File: src/rtl/timer_array.sv
// ---------------------------------------------------------------------------
// timer_array
//   NCH independent timer channels, each with a prescaler, an up-counter and
//   a compare register, behind a simple Wishbone-style word-addressed slave.
//   A tick is produced every (presc+1) enabled cycles. On a tick the counter
//   either advances or, when it equals the compare value, wraps to 0 and sets
//   the channel's sticky match flag. In one-shot mode a match also clears en.
//
// Ports
//   clk        : single clock, rising edge
//   rst        : asynchronous active-high reset
//   i_wb_adr   : word address; MSB=1 selects global space, else {channel, reg}
//   i_wb_dat   : write data
//   i_wb_we    : write enable
//   i_wb_cyc   : bus cycle request
//   o_wb_rdt   : read data, combinational from i_wb_adr
//   o_wb_ack   : acknowledge, one cycle after cyc, never on two cycles in a row
//   o_int_vec  : per-channel interrupt (match flag & ie)
//   o_int      : OR of o_int_vec
//
// Register map
//   channel reg0 CTRL    {presc[8+PW-1:8], ie[2], oneshot[1], en[0]}
//   channel reg1 CMP
//   channel reg2 CNT     (read-write)
//   channel reg3 PRE_CNT (read-only prescaler value)
//   global  word0 STATUS (match flags, write-1-to-clear)
//   global  word1 ID     {NCH[15:0], PW[7:0], CW[7:0]}
// ---------------------------------------------------------------------------
module timer_array #(
   parameter int NCH = 4,
   parameter int CW  = 32,
   parameter int PW  = 8
) (
   input  logic                   clk,
   input  logic                   rst,
   input  logic [$clog2(NCH)+2:0] i_wb_adr,
   input  logic [31:0]            i_wb_dat,
   input  logic                   i_wb_we,
   input  logic                   i_wb_cyc,
   output logic [31:0]            o_wb_rdt,
   output logic                   o_wb_ack,
   output logic [NCH-1:0]         o_int_vec,
   output logic                   o_int
);

   localparam int AW  = $clog2(NCH) + 3;
   // Keep the channel index at least one bit wide so NCH=1 still elaborates.
   localparam int CHW = (NCH > 1) ? $clog2(NCH) : 1;

   localparam logic [1:0]    R_CTRL   = 2'd0;
   localparam logic [1:0]    R_CMP    = 2'd1;
   localparam logic [1:0]    R_CNT    = 2'd2;
   localparam logic [1:0]    R_PRE    = 2'd3;
   localparam logic [AW-2:0] G_STATUS = (AW-1)'(0);
   localparam logic [AW-2:0] G_ID     = (AW-1)'(1);

   // Architectural state
   logic           ack_q,    ack_d;
   logic [NCH-1:0] status_q, status_d;
   logic [NCH-1:0] en_q,     en_d;
   logic [NCH-1:0] os_q,     os_d;
   logic [NCH-1:0] ie_q,     ie_d;
   logic [PW-1:0]  presc_q [NCH];
   logic [PW-1:0]  presc_d [NCH];
   logic [PW-1:0]  pre_q   [NCH];
   logic [PW-1:0]  pre_d   [NCH];
   logic [CW-1:0]  cmp_q   [NCH];
   logic [CW-1:0]  cmp_d   [NCH];
   logic [CW-1:0]  cnt_q   [NCH];
   logic [CW-1:0]  cnt_d   [NCH];

   // Decode
   logic           glob_s;
   logic [AW-2:0]  low_s;
   logic [CHW-1:0] ch_s;
   logic [1:0]     reg_s;
   logic           wr_s;
   logic           w1c_s;
   logic [NCH-1:0] ctl_wr_s;
   logic [NCH-1:0] cmp_wr_s;
   logic [NCH-1:0] cnt_wr_s;
   logic [NCH-1:0] tick_s;
   logic [NCH-1:0] match_s;
   logic [31:0]    rdt_s;

   // Address decode and write-commit qualification
   always_comb begin
      glob_s = i_wb_adr[AW-1];
      low_s  = i_wb_adr[AW-2:0];
      ch_s   = CHW'(low_s >> 2'd2);
      reg_s  = low_s[1:0];
      // A write takes effect only in the acknowledged cycle.
      wr_s   = i_wb_cyc & i_wb_we & ack_q;
      w1c_s  = wr_s & glob_s & (low_s == G_STATUS);
   end

   // Per-channel write strobes, prescaler tick and compare match
   always_comb begin
      ctl_wr_s = {NCH{1'b0}};
      cmp_wr_s = {NCH{1'b0}};
      cnt_wr_s = {NCH{1'b0}};
      tick_s   = {NCH{1'b0}};
      match_s  = {NCH{1'b0}};
      for (int i = 0; i < NCH; i++) begin
         ctl_wr_s[i] = wr_s & ~glob_s & (ch_s == CHW'(i)) & (reg_s == R_CTRL);
         cmp_wr_s[i] = wr_s & ~glob_s & (ch_s == CHW'(i)) & (reg_s == R_CMP);
         cnt_wr_s[i] = wr_s & ~glob_s & (ch_s == CHW'(i)) & (reg_s == R_CNT);
         tick_s[i]   = en_q[i] & (pre_q[i] == presc_q[i]);
         // A counter load in the same cycle takes precedence over matching.
         match_s[i]  = tick_s[i] & ~cnt_wr_s[i] & (cnt_q[i] == cmp_q[i]);
      end
   end

   // Next-state for bus acknowledge and all channel registers
   always_comb begin
      ack_d    = i_wb_cyc & ~ack_q;
      status_d = status_q;
      en_d     = en_q;
      os_d     = os_q;
      ie_d     = ie_q;
      for (int i = 0; i < NCH; i++) begin
         presc_d[i] = presc_q[i];
         pre_d[i]   = pre_q[i];
         cmp_d[i]   = cmp_q[i];
         cnt_d[i]   = cnt_q[i];

         if (ctl_wr_s[i] | cnt_wr_s[i]) begin
            pre_d[i] = {PW{1'b0}};
         end else if (tick_s[i]) begin
            pre_d[i] = {PW{1'b0}};
         end else if (en_q[i]) begin
            pre_d[i] = pre_q[i] + PW'(1'b1);
         end else begin
            pre_d[i] = pre_q[i];
         end

         if (cnt_wr_s[i]) begin
            cnt_d[i] = i_wb_dat[CW-1:0];
         end else if (match_s[i]) begin
            cnt_d[i] = {CW{1'b0}};
         end else if (tick_s[i]) begin
            cnt_d[i] = cnt_q[i] + CW'(1'b1);
         end else begin
            cnt_d[i] = cnt_q[i];
         end

         // A bus write of CTRL wins over the one-shot auto-clear of en.
         if (ctl_wr_s[i]) begin
            en_d[i]    = i_wb_dat[0];
            os_d[i]    = i_wb_dat[1];
            ie_d[i]    = i_wb_dat[2];
            presc_d[i] = i_wb_dat[8 +: PW];
         end else begin
            en_d[i]    = en_q[i] & ~(match_s[i] & os_q[i]);
         end

         if (cmp_wr_s[i]) begin
            cmp_d[i] = i_wb_dat[CW-1:0];
         end else begin
            cmp_d[i] = cmp_q[i];
         end

         // Hardware set beats a same-cycle write-1-to-clear.
         status_d[i] = match_s[i] | (status_q[i] & ~(w1c_s & i_wb_dat[i]));
      end
   end

   // State registers with asynchronous reset
   always_ff @(posedge clk or posedge rst) begin
      if (rst) begin
         ack_q    <= 1'b0;
         status_q <= {NCH{1'b0}};
         en_q     <= {NCH{1'b0}};
         os_q     <= {NCH{1'b0}};
         ie_q     <= {NCH{1'b0}};
         for (int i = 0; i < NCH; i++) begin
            presc_q[i] <= {PW{1'b0}};
            pre_q[i]   <= {PW{1'b0}};
            cmp_q[i]   <= {CW{1'b1}};
            cnt_q[i]   <= {CW{1'b0}};
         end
      end else begin
         ack_q    <= ack_d;
         status_q <= status_d;
         en_q     <= en_d;
         os_q     <= os_d;
         ie_q     <= ie_d;
         for (int i = 0; i < NCH; i++) begin
            presc_q[i] <= presc_d[i];
            pre_q[i]   <= pre_d[i];
            cmp_q[i]   <= cmp_d[i];
            cnt_q[i]   <= cnt_d[i];
         end
      end
   end

   // Read-data multiplexer
   always_comb begin
      rdt_s = 32'd0;
      if (glob_s) begin
         if (low_s == G_STATUS) begin
            rdt_s = 32'(status_q);
         end else if (low_s == G_ID) begin
            rdt_s = {16'(NCH), 8'(PW), 8'(CW)};
         end else begin
            rdt_s = 32'd0;
         end
      end else begin
         case (reg_s)
            R_CTRL:  rdt_s = (32'(presc_q[ch_s]) << 5'd8) |
                             {29'd0, ie_q[ch_s], os_q[ch_s], en_q[ch_s]};
            R_CMP:   rdt_s = 32'(cmp_q[ch_s]);
            R_CNT:   rdt_s = 32'(cnt_q[ch_s]);
            R_PRE:   rdt_s = 32'(pre_q[ch_s]);
            default: rdt_s = 32'd0;
         endcase
      end
   end

   assign o_wb_rdt  = rdt_s;
   assign o_wb_ack  = ack_q;
   assign o_int_vec = status_q & ie_q;
   assign o_int     = |(status_q & ie_q);

endmodule

File: config.mk
export PLATFORM = sky130hd
export DESIGN_NAME = timer_array
export DESIGN_NICKNAME = d
export VERILOG_FILES = /design/src/rtl/timer_array.sv
export SDC_FILE = /design/constraint.sdc
export NUM_CORES = 1
export LEC_CHECK = 0
export CAP_MARGIN = 40
export CORE_ASPECT_RATIO = 0.9
export CORE_UTILIZATION = 50
export CTS_CLUSTER_DIAMETER = 80
export DETAILED_ROUTE_END_ITERATION = 8
export PLACE_DENSITY = 0.71
export SETUP_SLACK_MARGIN = 0.5
export SLEW_MARGIN = 25
export SYNTH_ARGS = -nofsm -noshare
export SYNTH_HDL_FRONTEND = slang
export SYNTH_SLANG_ARGS = --single-unit
File: constraint.sdc
create_clock -name clk -period 12.12 [get_ports clk]
set_input_delay 2.424 -clock clk [delete_from_list [all_inputs] [get_ports clk]]
set_output_delay 2.424 -clock clk [all_outputs]
set_load 0.1 [all_outputs]
## Yosys cells after proc, flatten, opt, wreduce, memory -nomap -nowiden

Index checks and enable logic that the tools add are counted.

- $add $sub $neg: 8
- Eq/ne operators: 15
- Multiplexer cells: 50
- Reduce and logical (&&, ||, !) cells: 12
- Magnitude comparators: 2
- Bitwise operators: 75

Operator list:

| kind | count |
|---|---|
| two-way mux 32 bit | 17 |
| adder 32 x 1 -> 32 bit (second input constant) | 4 |
| binary-select mux 32 bit (select 2 bit) | 2 |
| equality test 32 bit | 4 |
| two-way mux 8 bit | 16 |
| one-hot mux 32 bit (4 select lines) | 1 |
| AND 1 bit | 50 |
| two-way mux 19 bit | 2 |
| adder 8 x 1 -> 8 bit (second input constant) | 4 |
| binary-select mux 8 bit (select 2 bit) | 2 |
| equality test 8 bit | 4 |
| nonzero test 3 bit | 8 |
| OR 16 x 3 -> 16 bit | 1 |
| NOT 1 bit | 14 |
| equality test 2 bit (second input constant) | 4 |
| OR 1 bit | 8 |
| two-way mux 1 bit | 7 |
| binary-select mux 1 bit (select 2 bit) | 3 |
| AND 4 bit | 1 |
| equality test 2 x 1 -> 1 bit (second input constant) | 2 |
| equality test 4 x 1 -> 1 bit (second input constant) | 1 |
| zero test 2 bit | 2 |
| zero test 4 bit | 1 |
| OR reduction 4 bit | 1 |
| 3 further kinds | 3 |

- Output and inout bits: 38
- Bits in registers: 337
- Input bits: 41
- Logic and storage cells: 189

## Longest topological paths before layout

Gate-level depths: netlist of the first run.

- Word-level depth: 12
- Gate-level depth with buffers: 10
- Depth with buffers taken out: 8

## Least setup slack after synthesis of the first run

OpenSTA, ideal clock, no wires.

- Path type: input to output
- Start: in i_wb_adr[3]
- End: out o_wb_rdt[5]
- Slack: 3805 ps
- Cell stages on the path: 9
- Data required time: 9696 ps
- Buffers on the path: 5
- Data arrival time: 5891 ps
- Cell sequence: clkbuf_1 > buf_2 > buf_2 > buf_2 > buf_2 > mux2i_1 > nor2_1 > a21oi_1 > o21ai_0

- Word-level cells in the longest chain between the ends: 6
- Elaborated cells between the ends (all ways): 16
- Those cells by class: eq/ne: 1; mux: 13; bitwise: 1; reduce/logical: 1

RTL lines:

| element | line | text |
|---|---|---|
| start: declaration | 36 | `input logic [$clog2(NCH)+2:0] i_wb_adr,` |
| NOT 2 -> 3 bit (not written as such) | 212, 213, 214 |  |
| binary-select mux 8 bit (select 2 bit), or another cell as far along | 214 | `R_PRE: rdt_s = 32'(pre_q[ch_s]);` |
| two-way mux 8 bit (not written as such), or another cell as far along (2 in a row) | 214 |  |
| one-hot mux 32 bit (4 select lines) | 209 | `case (reg_s)` |
| two-way mux 32 bit (*) | 200 | `if (glob_s) begin` |
| end: declaration | 40 | `output logic [31:0] o_wb_rdt,` |

Every way passes the cells marked *; elsewhere a longest branch is shown, timed or not. The select of a mux whose other input is x is not followed.

## Final worst setup path of the first run

- Start: in i_wb_adr[3]
- End: out o_wb_rdt[0]

Same word-level chain as after synthesis.

==> run_results.csv, run 1 <==
group,metric,value,unit
clock_tree,cts_tree,"yes",
critical_path,rrSetupSlack,8960,ps
grt,antenna_found_initial,1,
yosys,ys_ff_latch,337,
floorplan,num_rows,71,
route,avgViaCountPerCell,6.64,
pwr,clkPwrFrac,33.4,%
yosys,synthArstFlopShare,100,%
timing,rsz0062_at_grt,"no",
clock_tree,clk_latency,550,ps
route,routed_wl,74300,um
job,maxCapViolCount,0,
floorplan,io_pins,79,
pwr,peakVddDrop,0.101,mV
critical_path,ff2ff_path_depth,8,
critical_path,cp.arrival,5230,ps
pwr,leakage,0.00948,uW
place,dpl_worst_slack,4310,ps
grt,track_usage,34.7,%
timing,slew_headroom,38.1,%
finish,seq_area,8590,um^2
pwr,intPower,2360,uW
timing,final-setup-viol-count,0,
clock_tree,cts_hold_buf,0,
timing,fin_crit,7660,ps
timing,fin_skew,16.5,ps
pwr,cellPowerDensity,149,nW/um^2
yosys,synth_top_family_by_area,"simple AND/OR/NAND/NOR gates",
finish,final_layout_size_suffix_gt1_share,25.3,%
critical_path,required,9700,ps
clock_tree,post_cts_resized,0,
place,hpwl,54700,um
finish,fin_area,24500,um^2
place,place.gp.congestion,0.980,
pwr,sw_frac_of_total,35.1,%
yosys,syn-cell-area,21200,um^2
route,wl_per_cell,26.8,um
pwr,seqPwrFrac,43.2,%
timing,min_period_over_period,63.2,%
yosys,yosys_most_used_dff,"dfrtp_1",
place,placed_area,23000,um^2
floorplan,die_y,197,um
timing,fin_ws,4460,ps
place,port_buffers,78,
floorplan,die_area,43300,um^2
critical_path,worst_setup_path_start_kind,"input pin",
floorplan,start_util,50.7,%
clock_tree,clockRootBuffer,"clkbuf_16",
clock_tree,cts_sinks,337,
yosys,yosys.area_share.simple,18.5,%
clock_tree,cts_buffer_depth,3,
critical_path,timing.rr.start,"cnt_q[39]",
clock_tree,cts_made_buffers,39,
grt,grt-ovfl-total,0,
route,drt_pass1_iterations,6,
grt,grt_pass1_wl,110000,um
timing,tightestPinTransition,925,ps
route,drt_iter0_drc,2643,
finish,fillers,3486,
timing,hold_viol,0,
yosys,synth_nets,2188,
timing,finalMaxSlewViolations,0,
clock_tree,clkTransAtPathRegs,70,ps
yosys,ys_seq_area_share,40.5,%
yosys,synth_cell_types,71,
finish,antenna_cells,0,
route,drc,0,
pwr,p_total,3640,uW
pwr,p_comb_share,23.5,%
finish,syn_to_final_growth,15.4,%
yosys,synthAdderAreaFrac,0.472,%
route,ant_nets,0,
route,num_vias,18400,
critical_path,critPathCaptureType,"primary output",
min_path,hp-class,"reg -> reg",
yosys,synth_edf_count,0,
finish,nets,2239,
grt,grt_max_degree,182,
floorplan,die-width,219,um
finish,multi_input_area,11900,um^2
critical_path,cp-endpoint,"o_wb_rdt[0]",
yosys,yosys_warnings,0,
run_status,status,"finished clean",
clock_tree,cts_setup_buffers,0,
clock_tree,h-tree-depth,2,
yosys,synthMuxAreaShare,18.3,%
floorplan,core,41800,um^2
grt,grt_pass1_vias,17100,
pwr,p_switching,1280,uW
critical_path,cp-startpoint,"i_wb_adr[3]",
yosys,netlist_instances,2139,
critical_path,criticalPathCategory,"in -> out",
timing,setup_tns,0,ps
critical_path,rr_endpoint,"cnt_q[52]",
timing,fmax,131,MHz
yosys,avgSynthCellArea,9.92,um^2
yosys,synth_compound_gate_area_share,10.8,%
yosys,yosys.area_share.xor_xnor,7.56,%
critical_path,cp_max_fo,44,
critical path: stages:
cell and delay, ps:
buf_4 160, buf_4 490, buf_12 320, mux4_2 540, mux4_2 500, inv_1 70, o21ai_0 60, clkdlybuf4s50_1 460
buf_8 190
cells by family after synthesis:
logic type      Yosys count
compound gates          398
xor+xnor                183
fa+ha+maj                 8
buf+inv                 183
flops                   337
mux                     261
simple gates            769
final cells by class:
class	instances	share of cell area, %
clock inverters	8	0.286
clock buffers	63	5.06
flip-flops and latches	337	35.1
repair buffers	165	7.82
multi-input cells	1619	48.5
well taps	547	2.80
inverters	28	0.460
layer usage:
metal  up-vias  part of all wire, %  track usage, %
li1       7899                    -               -
met5         -                    0               0
met3       130                   13            8.33
met4         0                  2.7            9.70
met1      9229                   41            52.3
met2      1106                   43            49.2
state kept, by name, indices dropped and copies added, names as in the netlist:
| name | flops |
|---|---|
| cmp_q | 128 |
| pre_q | 32 |
| en_q | 4 |
| ie_q | 4 |
| presc_q | 32 |
| cnt_q | 128 |
| os_q | 4 |
| status_q | 4 |
| o_wb_ack | 1 |
cell usage after synthesis (28+ instances only):
master / n / area, um^2
a31oi_1: 70 / 438
xnor2_1: 48 / 420
nor2b_1: 31 / 194
mux4_2: 83 / 1870
clkbuf_1: 109 / 409
nand2_1: 136 / 510
nand3_1: 58 / 290
dfstp_2: 128 / 3360
a22oi_1: 41 / 308
nor2_1: 249 / 935
inv_1: 28 / 105
mux2_2: 164 / 1850
nand4_1: 54 / 338
xor2_1: 135 / 1180
a21oi_1: 107 / 536
o21ai_0: 144 / 721
nor3_1: 45 / 225
nor4_1: 36 / 225
dfrtp_1: 209 / 5230
worst min path at each step:
stage | startpoint | cells after the start | slack (ps) | end
after floorplan | ie_q[0] | 2 | 460 | ie_q[0]
after global placement | o_wb_ack | 1 | 480 | o_wb_ack
after detailed placement | o_wb_ack | 1 | 490 | o_wb_ack
after CTS | o_wb_ack | 1 | 500 | o_wb_ack
after global routing | cmp_q[99] | 2 | 530 | cmp_q[99]
final | cmp_q[99] | 2 | 510 | cmp_q[99]
power by group through the flow:
stage / Clock [uW] / Sequential, uW / Combinational [uW]
final: 1220 / 1570 / 855
after global routing: 1270 / 1580 / 919
after CTS: 1220 / 1550 / 842
after detailed placement: 0 / 1570 / 837
after global placement: 0 / 1560 / 785
after floorplan: 0 / 1420 / 648
layout by cell type, fill, tap and decap left out, drive strengths merged, types with 14 or more instances in the layout:
cell	instances
nand4	55
mux2	164
nand3b	26
a21oi	107
nor2	250
buf	90
clkdlybuf4s50	75
dfrtp	209
nand3	58
nor2b	31
mux4	84
xor2	135
a22oi	41
nor4	39
nand2	136
nand2b	15
a31oi	70
inv	28
dfstp	128
or3	21
clkbuf	63
and3	24
and2	14
nand4b	15
o21ai	147
xnor2	48
nor3	47
per-stage QoR:
stage	hold slack [ps]	std cells	util, %
final	505	2767	58.5
after global routing	527	2767	58.5
after CTS	503	2758	58.2
after detailed placement	488	2687	55.0
after global placement	479	2637	53.1
after floorplan	459	2139	-
Power figures use the tool's default switching activity.
==> inputs of run 2 (changes only) <==
--- a/config.mk
+++ b/config.mk
@@ -10,7 +10,7 @@
 export CORE_UTILIZATION = 50
 export CTS_CLUSTER_DIAMETER = 80
 export DETAILED_ROUTE_END_ITERATION = 8
-export PLACE_DENSITY = 0.71
+export PLACE_DENSITY = 0.68
 export SETUP_SLACK_MARGIN = 0.5
 export SLEW_MARGIN = 25
 export SYNTH_ARGS = -nofsm -noshare
==> constraint.sdc (replaced) <==
create_clock -name clk -period 7.75 [get_ports clk]
set_input_delay 1.55 -clock clk [delete_from_list [all_inputs] [get_ports clk]]
set_output_delay 1.55 -clock clk [all_outputs]
set_load 0.1 [all_outputs]
==> run_results.csv, run 2 (synthesis gave the netlist of run 1 again) <==
group,metric,value,unit
grt,grt_max_degree,129,
min_path,worst_hold_path.endpoint,"o_wb_ack",
critical_path,rr_endpoint,"cnt_q[45]",
timing,min_period_over_period,77.7,%
clock_tree,clkTransAtPathRegs,60,ps
timing,slew_headroom,35.8,%
finish,syn_to_final_growth,13.3,%
run_status,status,"finished clean",
pwr,p_comb_share,22.7,%
timing,fmax,166,MHz
pwr,p_total,5710,uW
timing,fin_crit,6020,ps
pwr,peakVddDrop,0.176,mV
timing,final-setup-viol-count,0,
route,wl_per_cell,27.1,um
grt,grt_pass1_wl,110000,um
clock_tree,cts_sinks,337,
critical_path,required,6200,ps
grt,antenna_found_initial,0,
pwr,seqPwrFrac,43.1,%
min_path,min_path_cells,1,
timing,finalMaxSlewViolations,0,
critical_path,critPathCaptureType,"primary output",
pwr,leakage,0.00934,uW
route,ant_nets,0,
finish,nets,2213,
timing,setup_tns,0,ps
timing,tightestPinTransition,960,ps
finish,final_layout_size_suffix_gt1_share,25.7,%
route,drt_pass1_iterations,6,
critical_path,cp.arrival,4470,ps
route,drc,0,
pwr,intPower,3700,uW
clock_tree,cts_setup_buffers,0,
place,placed_area,22600,um^2
timing,hold_viol,0,
grt,grt_pass1_vias,16800,
timing,fin_skew,29.3,ps
pwr,cellPowerDensity,238,nW/um^2
clock_tree,cts_buffer_depth,3,
floorplan,die_area,43300,um^2
critical_path,ff2ff_path_depth,8,
floorplan,die_y,197,um
job,maxCapViolCount,0,
critical_path,rrSetupSlack,4700,ps
floorplan,num_rows,71,
critical_path,criticalPathCategory,"in -> out",
clock_tree,cts_hold_buf,0,
place,place.gp.congestion,1.05,
floorplan,io_pins,79,
min_path,hp-class,"reg -> reg",
place,port_buffers,78,
critical_path,worst_setup_path_start_kind,"input pin",
route,avgViaCountPerCell,6.64,
clock_tree,post_cts_resized,0,
pwr,clkPwrFrac,34.2,%
grt,track_usage,34.9,%
finish,largestRegisters,"cmp_q x128, cnt_q x128",
min_path,min-delay-start,"o_wb_ack",
clock_tree,cts_made_buffers,40,
pwr,p_switching,2020,uW
finish,mostFrequentLayoutCells,"nor2_1, dfrtp_1, mux2_2",
clock_tree,clockRootBuffer,"clkbuf_16",
finish,final_common_cell,"nor2_1",
finish,fin_area,24000,um^2
pwr,sw_frac_of_total,35.3,%
floorplan,start_util,50.7,%
grt,grt-ovfl-total,0,
route,routed_wl,74200,um
floorplan,core,41800,um^2
clock_tree,h-tree-depth,2,
route,drt_iter0_drc,2544,
route,num_vias,18200,
finish,fillers,3558,
critical_path,timing.rr.start,"cnt_q[39]",
place,hpwl,55000,um
clock_tree,cts_tree,"yes",
floorplan,die-width,219,um
critical_path,cp_max_fo,18,
timing,rsz0062_at_grt,"no",
clock_tree,clk_latency,580,ps
## run 2: cell types whose count changed in the layout (fill, tap and decap cells not counted), sizes merged
cell,previous run,this run
clkinvlp,2,4
inv,28,27
diode,0,1
clkdlybuf4s50,75,47
clkbuf,63,64
clkinv,5,7
## run 2: critical path: stages
cell             delay, ps
clkdlybuf4s50_1       1010
buf_4                  300
nor2b_2                450
buf_4                  360
a21oi_1                100
nor2_1                 310
buf_4                  370
## run 2: layout make-up
type	instances	area (um^2)	share of cell area, %
inverter	28	109	0.453
clock buffer	63	1260	5.25
tap	547	684	2.85
clock inverter	11	98.8	0.411
multi-input combinational	1619	11900	49.3
sequential	337	8590	35.7
antenna	1	2.50	0.0104
timing repair buffer	138	1430	5.95
## run 2: layer usage
layer  routed length [um]  vias to the layer above  track usage (%)
li1                     -                     7850                -
met2                30800                     1121             48.1
met3                 9630                      135             8.42
met5                    0                        -                0
met1                31500                     9115             53.1
met4                 2300                        0             11.5
## run 2: worst max-delay path by stage
stage	from	end	slack, ps	cells past startpoint
6_report	i_wb_adr[1]	o_wb_rdt[12]	1730	7
5_1_grt	i_wb_adr[1]	o_wb_rdt[12]	1700	7
4_1_cts	i_wb_adr[1]	o_wb_rdt[12]	1800	7
3_5_place_dp	i_wb_adr[1]	o_wb_rdt[12]	1820	7
3_3_place_gp	i_wb_adr[0]	o_wb_rdt[11]	1620	6
2_1_floorplan	i_wb_adr[3]	o_wb_rdt[5]	1180	9
## run 2: power by group through the flow
stage          sequential, uW  clock [uW]  combinational [uW]
2_1_floorplan            2210           0                1010
3_3_place_gp             2440           0                1230
3_5_place_dp             2450           0                1280
4_1_cts                  2420        1970                1280
5_1_grt                  2470        2040                1410
6_report                 2460        1950                1300
## run 2: metrics by stage
stage	setup slack (ps)	hold slack [ps]	std cells	utilization, %
floorplan	1180	459	2139	-
global placement	1620	485	2641	53.1
detailed placement	1820	489	2662	53.9
CTS	1800	501	2736	57.2
global route	1700	527	2743	57.4
finish	1730	499	2744	57.5
==> inputs of run 3 (changes only) <==
==> constraint.sdc (replaced) <==
create_clock -name clk -period 6.11 [get_ports clk]
set_input_delay 1.222 -clock clk [delete_from_list [all_inputs] [get_ports clk]]
set_output_delay 1.222 -clock clk [all_outputs]
set_load 0.1 [all_outputs]
==> run_results.csv, run 3 (synthesis gave the netlist of run 1 again) <==
group,metric,value,unit
clock_tree,cts_buffer_depth,3,
grt,track_usage,34.0,%
route,drt_pass1_iterations,5,
pwr,p_comb_share,23.1,%
job,maxCapViolCount,0,
floorplan,io_pins,79,
floorplan,num_rows,71,
critical_path,criticalPathCategory,"in -> out",
grt,grt_max_degree,173,
route,num_vias,18300,
finish,syn_to_final_growth,13.7,%
finish,mostFrequentLayoutCells,"nor2_1, dfrtp_1, mux2_2",
pwr,peakVddDrop,0.198,mV
route,avgViaCountPerCell,6.67,
finish,nets,2206,
route,drc,0,
critical_path,worst_setup_path_start_kind,"input pin",
clock_tree,clkTransAtPathRegs,60,ps
timing,fmax,207,MHz
run_status,status,"finished clean",
timing,setup_tns,0,ps
floorplan,die_y,197,um
finish,multi_input_area,11900,um^2
timing,fin_crit,4830,ps
pwr,p_total,7180,uW
pwr,leakage,0.00934,uW
finish,fillers,3442,
timing,final-setup-viol-count,0,
place,place.gp.congestion,0.991,
clock_tree,cts_hold_buf,0,
grt,grt-ovfl-total,0,
critical_path,required,4890,ps
grt,antenna_found_initial,1,
timing,rsz0062_at_grt,"no",
finish,seq_area,8590,um^2
timing,hold_viol,0,
floorplan,start_util,50.7,%
finish,final_layout_size_suffix_gt1_share,25.4,%
floorplan,die-width,219,um
floorplan,die_area,43300,um^2
clock_tree,cts_made_buffers,40,
clock_tree,cts_sinks,337,
pwr,clkPwrFrac,33.7,%
clock_tree,h-tree-depth,2,
pwr,sw_frac_of_total,35.3,%
floorplan,core,41800,um^2
pwr,intPower,4650,uW
route,routed_wl,72700,um
pwr,p_switching,2540,uW
finish,largestRegisters,"cmp_q x128, cnt_q x128",
timing,slew_headroom,40.3,%
finish,final_common_cell,"nor2_1",
clock_tree,post_cts_resized,0,
route,wl_per_cell,26.6,um
clock_tree,cts_tree,"yes",
pwr,seqPwrFrac,43.2,%
timing,fin_skew,17.7,ps
timing,min_period_over_period,79.1,%
timing,finalMaxSlewViolations,0,
timing,tightestPinTransition,893,ps
route,ant_nets,0,
grt,grt_pass1_vias,16700,
critical_path,cp.arrival,3610,ps
critical_path,cp_max_fo,24,
grt,grt_pass1_wl,108000,um
route,drt_iter0_drc,2517,
clock_tree,clockRootBuffer,"clkbuf_16",
place,hpwl,53300,um
critical_path,critPathCaptureType,"primary output",
min_path,hp-class,"reg -> reg",
clock_tree,cts_setup_buffers,0,
pwr,cellPowerDensity,298,nW/um^2
place,port_buffers,78,
clock_tree,clk_latency,570,ps
-- run 3: path summary, 6_finish.rpt --
check | start | cells past startpoint | slack [ps] | to
max in group asynchronous | rst | 4 | 3740 | cnt_q[17]
worst min-delay path | cmp_q[97] | 2 | 510 | cmp_q[97]
worst max-delay path | i_wb_adr[1] | 7 | 1280 | o_wb_rdt[10]
worst max register to register | cnt_q[39] | 8 | 3070 | cnt_q[45]
min in group asynchronous | rst | 2 | 1050 | pre_q[26]
worst min register to register | cmp_q[97] | 2 | 510 | cmp_q[97]
-- run 3: layout make-up --
type                            instances  share of cell area [%]
Antenna cell                            1                  0.0104
Clock inverter                         10                   0.374
Timing Repair Buffer                  131                    6.44
Inverter                               28                   0.451
Multi-Input combinational cell       1619                    49.2
Tap cell                              547                    2.84
Clock buffer                           64                    5.08
Sequential cell                       337                    35.6
-- run 3: metrics by stage --
stage | hold WS (ps) | setup WS, ps | util, % | area (um^2) | std cells
3_5_place_dp | 500 | 1340 | 54.3 | 22700 | 2656
3_3_place_gp | 481 | 1280 | 53.6 | 22400 | 2639
2_1_floorplan | 459 | 488 | - | 21200 | 2139
6_report | 508 | 1280 | 57.6 | 24100 | 2737
4_1_cts | 510 | 1340 | 57.4 | 24000 | 2730
5_1_grt | 531 | 1180 | 57.6 | 24100 | 2737
-- run 3: worst max-delay path, stage by stage --
cell and delay (ps):
clkdlybuf4s50_1 460, buf_4 330, nor2b_2 470, buf_4 380
a21oi_1 110, nor2_1 260, buf_4 360
-- run 3: power groups by stage --
| stage | Sequential (uW) | Clock, uW | Combinational [uW] |
|---|---|---|---|
| after floorplan | 2810 | 0 | 1290 |
| after global placement | 3080 | 0 | 1580 |
| after detailed placement | 3090 | 0 | 1620 |
| after CTS | 3060 | 2440 | 1630 |
| after global routing | 3130 | 2540 | 1790 |
| final | 3110 | 2420 | 1660 |
-- run 3: routing by layer --
| metal | share of wire, % | wire, um | GRT usage, % |
|---|---|---|---|
| met1 | 42 | 30300 | 51.8 |
| met2 | 43 | 31000 | 47.5 |
| met3 | 12 | 9070 | 7.54 |
| met4 | 3.2 | 2360 | 11.3 |
| met5 | 0 | 0 | 0 |
